### config.mk
export PLATFORM = sky130hd
export DESIGN_NAME = decode_stage
export DESIGN_NICKNAME = d
export VERILOG_FILES = /design/src/rtl/decode_stage_pkg.sv /design/src/rtl/decode_stage_inst_decoder.sv /design/src/rtl/decode_stage.sv
export SDC_FILE = /design/constraint.sdc
export NUM_CORES = 1
export LEC_CHECK = 0
export BUFFER_PORTS_ARGS = -buffer_cell sky130_fd_sc_hd__buf_2
export CORE_MARGIN = 4
export CORE_UTILIZATION = 54
export DETAILED_ROUTE_END_ITERATION = 6
export PLACE_DENSITY = 0.85
export SKIP_LAST_GASP = 1
export SLEW_MARGIN = 20
export SYNTH_ARGS = -nofsm -noshare
export SYNTH_HDL_FRONTEND = slang
export SYNTH_HIERARCHICAL = 1
export SYNTH_SLANG_ARGS = --single-unit
### constraint.sdc
create_clock -name clk -period 2.4 [get_ports clk]
set_input_delay 0.24 -clock clk [delete_from_list [all_inputs] [get_ports clk]]
set_output_delay 0.24 -clock clk [all_outputs]
set_load 0.01 [all_outputs]
### src/rtl/decode_stage_pkg.sv
// Shared RV32I decode definitions: opcodes, funct3/funct7 encodings,
// ALU_*/BR_*/WB_* codes understood by the execute stage, and the
// decoded-instruction bundle passed from inst_decoder to decode_stage.
package decode_stage_pkg;

   localparam logic [6:0] OP_LUI    = 7'b0110111;
   localparam logic [6:0] OP_AUIPC  = 7'b0010111;
   localparam logic [6:0] OP_JAL    = 7'b1101111;
   localparam logic [6:0] OP_JALR   = 7'b1100111;
   localparam logic [6:0] OP_BRANCH = 7'b1100011;
   localparam logic [6:0] OP_LOAD   = 7'b0000011;
   localparam logic [6:0] OP_STORE  = 7'b0100011;
   localparam logic [6:0] OP_IMM    = 7'b0010011;
   localparam logic [6:0] OP_REG    = 7'b0110011;

   localparam logic [2:0] F3_ADD  = 3'd0;
   localparam logic [2:0] F3_SLL  = 3'd1;
   localparam logic [2:0] F3_SLT  = 3'd2;
   localparam logic [2:0] F3_SLTU = 3'd3;
   localparam logic [2:0] F3_XOR  = 3'd4;
   localparam logic [2:0] F3_SR   = 3'd5;
   localparam logic [2:0] F3_OR   = 3'd6;
   localparam logic [2:0] F3_AND  = 3'd7;

   localparam logic [6:0] F7_BASE = 7'h00;
   localparam logic [6:0] F7_ALT  = 7'h20;

   localparam logic [4:0] ALU_ADD  = 5'd0;
   localparam logic [4:0] ALU_SUB  = 5'd1;
   localparam logic [4:0] ALU_SLL  = 5'd2;
   localparam logic [4:0] ALU_SLT  = 5'd3;
   localparam logic [4:0] ALU_SLTU = 5'd4;
   localparam logic [4:0] ALU_XOR  = 5'd5;
   localparam logic [4:0] ALU_SRL  = 5'd6;
   localparam logic [4:0] ALU_SRA  = 5'd7;
   localparam logic [4:0] ALU_OR   = 5'd8;
   localparam logic [4:0] ALU_AND  = 5'd9;
   localparam logic [4:0] BR_BEQ   = 5'd16;
   localparam logic [4:0] BR_BNE   = 5'd17;
   localparam logic [4:0] BR_BLT   = 5'd18;
   localparam logic [4:0] BR_BGE   = 5'd19;
   localparam logic [4:0] BR_BLTU  = 5'd20;
   localparam logic [4:0] BR_BGEU  = 5'd21;
   localparam logic [4:0] ALU_X    = 5'd31;

   localparam logic [2:0] WB_ALU = 3'd0;
   localparam logic [2:0] WB_MEM = 3'd1;
   localparam logic [2:0] WB_PC  = 3'd2;
   localparam logic [2:0] WB_X   = 3'd7;

   typedef struct packed {
      logic [4:0]  alu_fn;
      logic [2:0]  wb_sel;
      logic [31:0] op1;
      logic [31:0] op2;
      logic [31:0] store_data;
      logic [31:0] target;
      logic [4:0]  rd;
      logic        rf_wen;
      logic        mem_wen;
      logic        illegal;
   } dec_t;

   // alt selects SUB/SRA; callers only raise it where funct7=0x20 is legal
   function automatic logic [4:0] alu_fn_of(input logic [2:0] f3, input logic alt);
      case (f3)
         F3_ADD:  return alt ? ALU_SUB : ALU_ADD;
         F3_SLL:  return ALU_SLL;
         F3_SLT:  return ALU_SLT;
         F3_SLTU: return ALU_SLTU;
         F3_XOR:  return ALU_XOR;
         F3_SR:   return alt ? ALU_SRA : ALU_SRL;
         F3_OR:   return ALU_OR;
         default: return ALU_AND;
      endcase
   endfunction

   function automatic logic [4:0] br_fn_of(input logic [2:0] f3);
      case (f3)
         3'd0:    return BR_BEQ;
         3'd1:    return BR_BNE;
         3'd4:    return BR_BLT;
         3'd5:    return BR_BGE;
         3'd6:    return BR_BLTU;
         3'd7:    return BR_BGEU;
         default: return ALU_X;
      endcase
   endfunction

endpackage

### src/rtl/decode_stage_inst_decoder.sv
// inst_decoder: purely combinational RV32I decoder.
// Ports:
//   inst, pc            instruction word and its address
//   rs1_data, rs2_data  register-file read data for inst[19:15] / inst[24:20]
//   dec                 control, operands, branch/jump target, rd
//   uses_rs1, uses_rs2  instruction really reads that source (feeds hazard check)
module inst_decoder
   import decode_stage_pkg::*;
(
   input  logic [31:0] inst,
   input  logic [31:0] pc,
   input  logic [31:0] rs1_data,
   input  logic [31:0] rs2_data,
   output dec_t        dec,
   output logic        uses_rs1,
   output logic        uses_rs2
);

   logic [6:0]  opcode;
   logic [6:0]  f7;
   logic [2:0]  f3;
   logic [4:0]  rd;
   logic [4:0]  rs1;
   logic [4:0]  rs2;
   logic [31:0] rs1_val;
   logic [31:0] rs2_val;
   logic [31:0] imm_i;
   logic [31:0] imm_s;
   logic [31:0] imm_b;
   logic [31:0] imm_u;
   logic [31:0] imm_j;
   logic        writes;

   assign opcode = inst[6:0];
   assign rd     = inst[11:7];
   assign f3     = inst[14:12];
   assign rs1    = inst[19:15];
   assign rs2    = inst[24:20];
   assign f7     = inst[31:25];

   // x0 is hard-wired zero whatever the register file returns
   assign rs1_val = (rs1 == 5'd0) ? 32'd0 : rs1_data;
   assign rs2_val = (rs2 == 5'd0) ? 32'd0 : rs2_data;

   assign imm_i = {{20{inst[31]}}, inst[31:20]};
   assign imm_s = {{20{inst[31]}}, inst[31:25], inst[11:7]};
   assign imm_b = {{19{inst[31]}}, inst[31], inst[7], inst[30:25], inst[11:8], 1'b0};
   assign imm_u = {inst[31:12], 12'd0};
   assign imm_j = {{11{inst[31]}}, inst[31], inst[19:12], inst[20], inst[30:21], 1'b0};

   always_comb begin
      dec        = '0;
      dec.alu_fn = ALU_X;
      dec.wb_sel = WB_X;
      uses_rs1   = 1'b0;
      uses_rs2   = 1'b0;
      writes     = 1'b0;
      case (opcode)
         OP_REG: begin
            if (f7 == F7_BASE || (f7 == F7_ALT && (f3 == F3_ADD || f3 == F3_SR))) begin
               uses_rs1   = 1'b1;
               uses_rs2   = 1'b1;
               dec.alu_fn = alu_fn_of(f3, f7 == F7_ALT);
               dec.wb_sel = WB_ALU;
               dec.op1    = rs1_val;
               dec.op2    = rs2_val;
               writes     = 1'b1;
            end else begin
               dec.illegal = 1'b1;
            end
         end
         OP_IMM: begin
            // only the shift-immediates constrain funct7; ADDI etc. use it as imm
            if ((f3 == F3_SLL) ? (f7 == F7_BASE) :
                (f3 == F3_SR)  ? (f7 == F7_BASE || f7 == F7_ALT) : 1'b1) begin
               uses_rs1   = 1'b1;
               dec.alu_fn = alu_fn_of(f3, (f3 == F3_SR) && (f7 == F7_ALT));
               dec.wb_sel = WB_ALU;
               dec.op1    = rs1_val;
               dec.op2    = imm_i;
               writes     = 1'b1;
            end else begin
               dec.illegal = 1'b1;
            end
         end
         OP_LUI: begin
            dec.alu_fn = ALU_ADD;
            dec.wb_sel = WB_ALU;
            dec.op2    = imm_u;
            writes     = 1'b1;
         end
         OP_AUIPC: begin
            dec.alu_fn = ALU_ADD;
            dec.wb_sel = WB_ALU;
            dec.op1    = pc;
            dec.op2    = imm_u;
            writes     = 1'b1;
         end
         OP_LOAD: begin
            if (f3 != 3'd3 && f3 != 3'd6 && f3 != 3'd7) begin
               uses_rs1   = 1'b1;
               dec.alu_fn = ALU_ADD;
               dec.wb_sel = WB_MEM;
               dec.op1    = rs1_val;
               dec.op2    = imm_i;
               writes     = 1'b1;
            end else begin
               dec.illegal = 1'b1;
            end
         end
         OP_STORE: begin
            if (f3 <= 3'd2) begin
               uses_rs1       = 1'b1;
               uses_rs2       = 1'b1;
               dec.alu_fn     = ALU_ADD;
               dec.op1        = rs1_val;
               dec.op2        = imm_s;
               dec.store_data = rs2_val;
               dec.mem_wen    = 1'b1;
            end else begin
               dec.illegal = 1'b1;
            end
         end
         OP_BRANCH: begin
            if (f3 != 3'd2 && f3 != 3'd3) begin
               uses_rs1   = 1'b1;
               uses_rs2   = 1'b1;
               dec.alu_fn = br_fn_of(f3);
               dec.op1    = rs1_val;
               dec.op2    = rs2_val;
               dec.target = pc + imm_b;
            end else begin
               dec.illegal = 1'b1;
            end
         end
         OP_JAL: begin
            // ALU forms the link address pc+4; target carries the jump
            dec.alu_fn = ALU_ADD;
            dec.wb_sel = WB_PC;
            dec.op1    = pc;
            dec.op2    = 32'd4;
            dec.target = pc + imm_j;
            writes     = 1'b1;
         end
         OP_JALR: begin
            if (f3 == 3'd0) begin
               uses_rs1   = 1'b1;
               dec.alu_fn = ALU_ADD;
               dec.wb_sel = WB_PC;
               dec.op1    = rs1_val;
               dec.op2    = imm_i;
               writes     = 1'b1;
            end else begin
               dec.illegal = 1'b1;
            end
         end
         default: dec.illegal = 1'b1;
      endcase

      if (dec.alu_fn == ALU_SLL || dec.alu_fn == ALU_SRL || dec.alu_fn == ALU_SRA)
         dec.op2 = {27'd0, dec.op2[4:0]};

      dec.rd     = writes ? rd : 5'd0;
      dec.rf_wen = writes && (rd != 5'd0);
   end

endmodule

### src/rtl/decode_stage.sv
// decode_stage: RV32I decode with load-use hazard detection and the
// ID/EX pipeline register.
// Ports:
//   clk, rst_n                      clock, async active-low reset
//   if_valid, if_inst, if_pc        instruction from fetch
//   id_ready                        instruction accepted this cycle
//   rf_rs1_addr/_data, rf_rs2_*     register-file read port (same cycle)
//   ex_ready, flush                 execute backpressure / taken-branch kill
//   ex_*                            registered decoded instruction to execute
module decode_stage
   import decode_stage_pkg::*;
(
   input  logic        clk,
   input  logic        rst_n,
   input  logic        if_valid,
   input  logic [31:0] if_inst,
   input  logic [31:0] if_pc,
   output logic        id_ready,
   output logic [4:0]  rf_rs1_addr,
   output logic [4:0]  rf_rs2_addr,
   input  logic [31:0] rf_rs1_data,
   input  logic [31:0] rf_rs2_data,
   input  logic        ex_ready,
   input  logic        flush,
   output logic        ex_valid,
   output logic [4:0]  ex_alu_fn,
   output logic [2:0]  ex_wb_sel,
   output logic [31:0] ex_op1,
   output logic [31:0] ex_op2,
   output logic [31:0] ex_store_data,
   output logic [31:0] ex_target,
   output logic [31:0] ex_pc,
   output logic [4:0]  ex_rd,
   output logic        ex_rf_wen,
   output logic        ex_mem_wen,
   output logic        ex_illegal
);

   dec_t dec;
   logic uses_rs1;
   logic uses_rs2;
   logic hazard;

   assign rf_rs1_addr = if_inst[19:15];
   assign rf_rs2_addr = if_inst[24:20];

   inst_decoder u_inst_decoder (
      .inst     (if_inst),
      .pc       (if_pc),
      .rs1_data (rf_rs1_data),
      .rs2_data (rf_rs2_data),
      .dec      (dec),
      .uses_rs1 (uses_rs1),
      .uses_rs2 (uses_rs2)
   );

   // load result not available until after execute: stall a consumer one cycle
   assign hazard = ex_valid && (ex_wb_sel == WB_MEM) && (ex_rd != 5'd0) &&
                   ((uses_rs1 && ex_rd == rf_rs1_addr) ||
                    (uses_rs2 && ex_rd == rf_rs2_addr));

   assign id_ready = ex_ready && !hazard && !flush;

   always_ff @(posedge clk or negedge rst_n) begin
      if (!rst_n) begin
         ex_valid      <= 1'b0;
         ex_alu_fn     <= ALU_X;
         ex_wb_sel     <= WB_X;
         ex_op1        <= '0;
         ex_op2        <= '0;
         ex_store_data <= '0;
         ex_target     <= '0;
         ex_pc         <= '0;
         ex_rd         <= '0;
         ex_rf_wen     <= 1'b0;
         ex_mem_wen    <= 1'b0;
         ex_illegal    <= 1'b0;
      end else if (flush) begin
         ex_valid   <= 1'b0;
         ex_rf_wen  <= 1'b0;
         ex_mem_wen <= 1'b0;
      end else if (ex_ready) begin
         if (hazard) begin
            ex_valid   <= 1'b0;
            ex_rf_wen  <= 1'b0;
            ex_mem_wen <= 1'b0;
         end else begin
            ex_valid      <= if_valid;
            ex_alu_fn     <= dec.alu_fn;
            ex_wb_sel     <= dec.wb_sel;
            ex_op1        <= dec.op1;
            ex_op2        <= dec.op2;
            ex_store_data <= dec.store_data;
            ex_target     <= dec.target;
            ex_pc         <= if_pc;
            ex_rd         <= dec.rd;
            ex_rf_wen     <= if_valid && dec.rf_wen;
            ex_mem_wen    <= if_valid && dec.mem_wen;
            ex_illegal    <= if_valid && dec.illegal;
         end
      end
   end

endmodule

### Word-level counts from Yosys, hierarchy flattened

Index checks and enable logic that the tools add are counted.

| operators by class | value |
|---|---|
| order comparisons | 1 |
| muxes and demuxes | 54 |
| bitwise gates (word level) | 2 |
| eq/ne operators | 27 |
| add/subtract/negate cells | 2 |
| reductions and logical operators | 35 |

Operator list:

| kind | number |
|---|---|
| 2-to-1 mux 72 bit | 4 |
| case mux 32 bit (8 select lines) | 1 |
| case mux 32 bit (7 select lines) | 1 |
| 2-to-1 mux 32 bit | 5 |
| case mux 5 bit (7 select lines) | 3 |
| 2-to-1 mux 96 bit | 1 |
| adder 32 bit | 2 |
| 2-to-1 mux 64 bit | 1 |
| case mux 32 bit (2 select lines) | 1 |
| == test 7 x 6 -> 1 bit, second input constant | 4 |
| 2-to-1 mux 1 bit | 28 |
| case mux 4 bit (6 select lines) | 1 |
| == test 7 bit, second input constant | 3 |
| case mux 3 bit (6 select lines) | 1 |
| logical AND 1 bit | 16 |
| 2-to-1 mux 5 bit | 3 |
| == test 7 x 5 -> 1 bit, second input constant | 2 |
| == test 3 bit, second input constant | 4 |
| == test 5 x 3 -> 1 bit, second input constant | 2 |
| == test 5 bit | 2 |
| logical NOT 5 bit | 2 |
| nonzero test 5 bit | 2 |
| == test 7 x 2 -> 1 bit, second input constant | 1 |
| logical NOT 7 bit | 1 |
| other kinds (18) | 30 |

| storage, ports and cells | value |
|---|---|
| register bits | 177 |
| word-level logic and storage cells | 133 |
| bits of input ports | 133 |
| output and inout port bits | 188 |

### Depth between registers and ports, before layout

| logic depth | value |
|---|---|
| depth in word-level cells | 12 |
| mapped depth | 13 |
| gate-level depth less buffers | 12 |

### Modules after synthesis

The synthesis kept the hierarchy.

Modules (own cells, without submodules):

| module | instances | seq. area each (sq um) | cells an instance | area an instance (sq um) |
|---|---|---|---|---|
| decode_stage | 1 | 4,439.3 | 413 | 7,559.8 |
| inst_decoder | 1 | 0.0 | 717 | 4,772.1 |

### Worst setup path after synthesis

Ideal clock, no wire load.

| path | value |
|---|---|
| path type | in2reg |
| start point | input if_inst[21] |
| end point | register ex_target[31] |
| buffers on the path | 0 |
| arrival time | 2,684 ps |
| stages on the path | 10 |
| library setup time | 125 ps |
| setup slack | -408 ps |
| path through | ha_1 fa_1 a21o_1 a21o_1 a2111oi_2 nor3_1 o2111ai_1 o32ai_1 a221o_1 mux2_2 |

RTL lines:

| element | RTL line | RTL |
|---|---|---|
| start, declared | decode_stage.sv:16 | `input logic [31:0] if_inst,` |
| end signal, assigned | decode_stage.sv:94 | `ex_target <= dec.target;` |
| end, declared | decode_stage.sv:31 | `output logic [31:0] ex_target,` |

### Worst setup path in the final report

| path | value |
|---|---|
| start point | input if_inst[4] |
| end point | output id_ready |

| on the way | value |
|---|---|
| word-level cells in the longest chain between the ends | 8 |
| elaborated cells between the ends (all ways) | 15 |
| those cells by class | 6 x eq/ne; 2 x mux; 7 x reduce/logical |

RTL lines:

| element | RTL line | RTL |
|---|---|---|
| == test 7 bit or == test 7 x 6 -> 1 bit (tied branches) | decode_stage_inst_decoder.sv:58 | `case (opcode)` |
| case mux 1 bit (3 select lines) * | decode_stage_inst_decoder.sv:58 |  |
| named net uses_rs2 | decode_stage.sv:41 | `logic uses_rs2;` |
| logical AND 1 bit * | decode_stage.sv:60 | `(uses_rs2 && ex_rd == rf_rs2_addr));` |
| logical OR 1 bit * | decode_stage.sv:59 | `((uses_rs1 && ex_rd == rf_rs1_addr) \|\|` |
| logical AND 1 bit * | decode_stage.sv:58 | `assign hazard = ex_valid && (ex_wb_sel == WB_MEM) && (ex_rd != 5'd0) &&` |
| logical NOT 1 bit * | decode_stage.sv:62 | `assign id_ready = ex_ready && !hazard && !flush;` |
| logical AND 1 bit * (2 in series) | decode_stage.sv:62 |  |
| end, declared | decode_stage.sv:18 | `output logic id_ready,` |

The timed path passes the listed nets; every way through them passes the cells marked *.

==> results.json <==
{
  "cpMaxStageDelayCell": "or3_4",
  "clk_latency_ns": 0.44,
  "routedWlPerCell_um": 24.0,
  "drv_slew": 0,
  "worst_slack_ns": -0.252,
  "routed_wl_um": 47700,
  "yosysTopAreaCell": "dfrtp_1",
  "drt-pass1-iter-count": 6,
  "cts_max_level": 4,
  "power_leakage_nw": 9.01,
  "skew_ns": 0.0149,
  "final_common_cell": "buf_2",
  "fillers": 1387,
  "layout_common_cells": "buf_2 (309), buf_4 (255), dfrtp_1 (169)",
  "synthCells": 1130,
  "cts_root_buf": "clkbuf_16",
  "start_kind": "input port",
  "r2r_cells": 7,
  "drive_gt1_share_pct": 53.1,
  "seqCellArea_um2": 4440,
  "fmax_mhz": 377,
  "max_slew_margin_pct": 49.7,
  "violations": "negative setup slack",
  "avgViaCountPerCell": 6.34,
  "syn_area_um2": 12300,
  "async_flop_share_pct": 100,
  "clock_path_buffers": 2,
  "outcome": "finished, violations left",
  "ioPinCount": 321,
  "grt_pass1_wl_um": 71200,
  "r2r-end": "ex_op1[26]",
  "drtIter0Drc": 1247,
  "ir_worst_vdd_mv": 0.413,
  "fin_crit_sh_pct": 110,
  "die_area_um2": 25300,
  "die_h_um": 159,
  "postSynthAreaPerCell_um2": 10.9,
  "crit_type": "in2out",
  "crit_fanout": 8,
  "grt_use_total_pct": 35.0,
  "portBuffers": 320,
  "cpPeakStageDelay_ns": 0.41,
  "cap_violations": 0,
  "die_w_um": 159,
  "dp_slack_ns": -0.681,
  "synth_seq_cells": 177,
  "row_count": 55,
  "vias": 12588,
  "multiInputGateArea_um2": 7480,
  "yosysTopAreaCellShare_pct": 34.3,
  "power_density_nw_per_um2": 498,
  "critPathCaptureType": "output port",
  "crit_chain": "buf_2 -> buf_4 -> nand2b_1 -> or3_4 -> nor3_4 -> or2_1 -> or2_1 -> a32oi_2 -> o21a_4 -> buf_12 -> buf_12 -> buf_6",
  "area_growth_pct": 40.6,
  "hold_end": "ex_valid",
  "synth.area.top_cells": "dfrtp_1 (34%), mux2_4 (17%), ha_1 (4.4%)",
  "overflow": 0,
  "yosysWarnings": 6,
  "antenna_left": 0,
  "grt_pass1_vias": 12798,
  "syn-num-nets": 1308,
  "worstPathArrival_ns": 2.41,
  "finalHoldViolCount": 0,
  "core_area_um2": 22600,
  "grt_setup_unrepaired": "yes",
  "synth.distinct_cells": 87,
  "grt_max_degree": 68,
  "hpwl_um": 33500,
  "cts_tree": "yes",
  "gp_congestion": 0.981,
  "setup_viol": 134,
  "hp-start": "if_valid",
  "numCtsBuffers": 17,
  "min_path_cells": 2,
  "regToRegSetupSlack_ns": -0.09,
  "finalWorstPathRequiredPeriod_ns": 2.65,
  "r2r-start": "ex_rd[2]",
  "ys.flop_type": "dfrtp_1",
  "antenna_found_initial": 5,
  "drc_errors": 0,
  "setup-tns-final_ns": -18.31,
  "cts.sinks": 177,
  "ys_seq_area_share_pct": 36.0,
  "min_path_type": "in2reg",
  "clk_pin_slew_ns": 0.07,
  "nets": 1861,
  "start_util_pct": 54.6,
  "required_ns": 2.16,
  "worstMarginPinSlew_ns": 0.743,
  "synth_edf_count": 0
}
[cells by family (layout without fill, tap and decap cells)]
kind of cell,Yosys count,count (layout),synth area share [%]
other,0,4,0
buffers and inverters,102,668,5.90
and+or+nand+nor,270,270,11.5
AOI/OAI and AO/OA,327,327,19.3
DFF,177,177,36.0
xor gates and xnor gates,32,32,2.27
muxes,176,176,20.3
adders and majority gates,46,46,4.77
[area by class of cell]
type / count / share of cell area [%]
Inverter: 18 / 0.390
Timing Repair Buffer: 618 / 25.3
Sequential cell: 177 / 25.6
Tap cell: 285 / 2.06
Antenna cell: 4 / 0.0577
Clock inverter: 14 / 0.938
Multi-Input combinational cell: 851 / 43.1
Clock buffer: 18 / 2.53
[critical path: cells and delay by family]
kind / cells / cell delay (ns)
buffers and inverters: 5 / 0.65
AND/OR/NAND/NOR: 5 / 1.13
AO/OA/AOI/OAI: 2 / 0.37
[Yosys cell counts (all sizes together), types with 3 or more instances]
cell       n
a2111oi    5
a211o      3
a211oi     9
a21o      40
a21oi     75
a221oi     6
a22o      33
a22oi      5
a31oi      9
a32oi     31
a41oi      3
and2      15
and3      42
buf       45
clkbuf    39
dfrtp    169
dfstp      8
ha        43
inv       18
mux2     171
mux2i      5
nand2     64
nand2b    11
nand3     21
nand4      4
nor2      58
nor2b      5
nor3      17
nor4       5
o211ai     5
o21a       6
o21ai     49
o21bai     4
o221ai     3
o22a       3
o22ai     16
o31ai      3
o32ai      5
or2       12
or3        5
or4        3
xnor2     13
xor2      19
[state kept, by name, summed over array words and instances (netlist names)]
register	cells
ex_op1	32
ex_op2	32
ex_pc	32
ex_store_data	32
ex_target	32
ex_alu_fn	5
ex_rd	5
ex_wb_sel	3
ex_illegal	1
ex_mem_wen	1
ex_rf_wen	1
ex_valid	1
[power breakdown]
part           switching [mW]  leakage [nW]  internal (mW)
clock                    1.43         0.294           1.52
sequential             0.0962          2.36           3.13
combinational            1.24          6.36           1.22
total                    2.77          9.01           5.87
[metrics by stage]
step | total power, mW | hold WS, ns | utilization [%] | cells | instance area, µm²
after floorplan | 4.43 | -0.0556 | - | 1130 | 12500
after CTS | 8.51 | 0.0705 | 75.6 | 1970 | 17100
after global placement | 5.42 | 0.273 | 70.8 | 1914 | 16000
after detailed placement | 5.48 | 0.282 | 70.8 | 1914 | 16000
after global routing | 8.92 | 0.0779 | 76.8 | 1985 | 17300
final | 8.64 | 0.0823 | 76.8 | 1985 | 17300
[timing repair]
item,in CTS,in global routing
setup endpoints to repair,169,176
hold buffers,1,0
cloned,3,4
endpoints found under the hold margin,54,0
setup buffers,20,7
pin swaps,23,15
gates resized for setup,52,27
[layer usage]
metal	GRT usage (%)	up-vias	routed length, µm
met2	61.5	904	23200
met5	0	-	8
met3	8.59	260	4360
met4	17.1	2	3110
li1	-	5361	-
met1	39.9	6061	17000
[worst max path at each step]
stage / slack (ns) / start / cells past startpoint / end
2_1_floorplan: -0.16 / if_inst[21] / 10 / ex_target[31]
3_3_place_gp: -0.57 / if_inst[8] / 14 / ex_target[31]
3_5_place_dp: -0.68 / if_inst[22] / 12 / ex_target[30]
4_1_cts: -0.21 / if_inst[30] / 14 / ex_alu_fn[4]
5_1_grt: -0.31 / if_inst[27] / 13 / id_ready
6_report: -0.25 / if_inst[4] / 12 / id_ready
No activity file was read; power rests on OpenSTA's default activity.
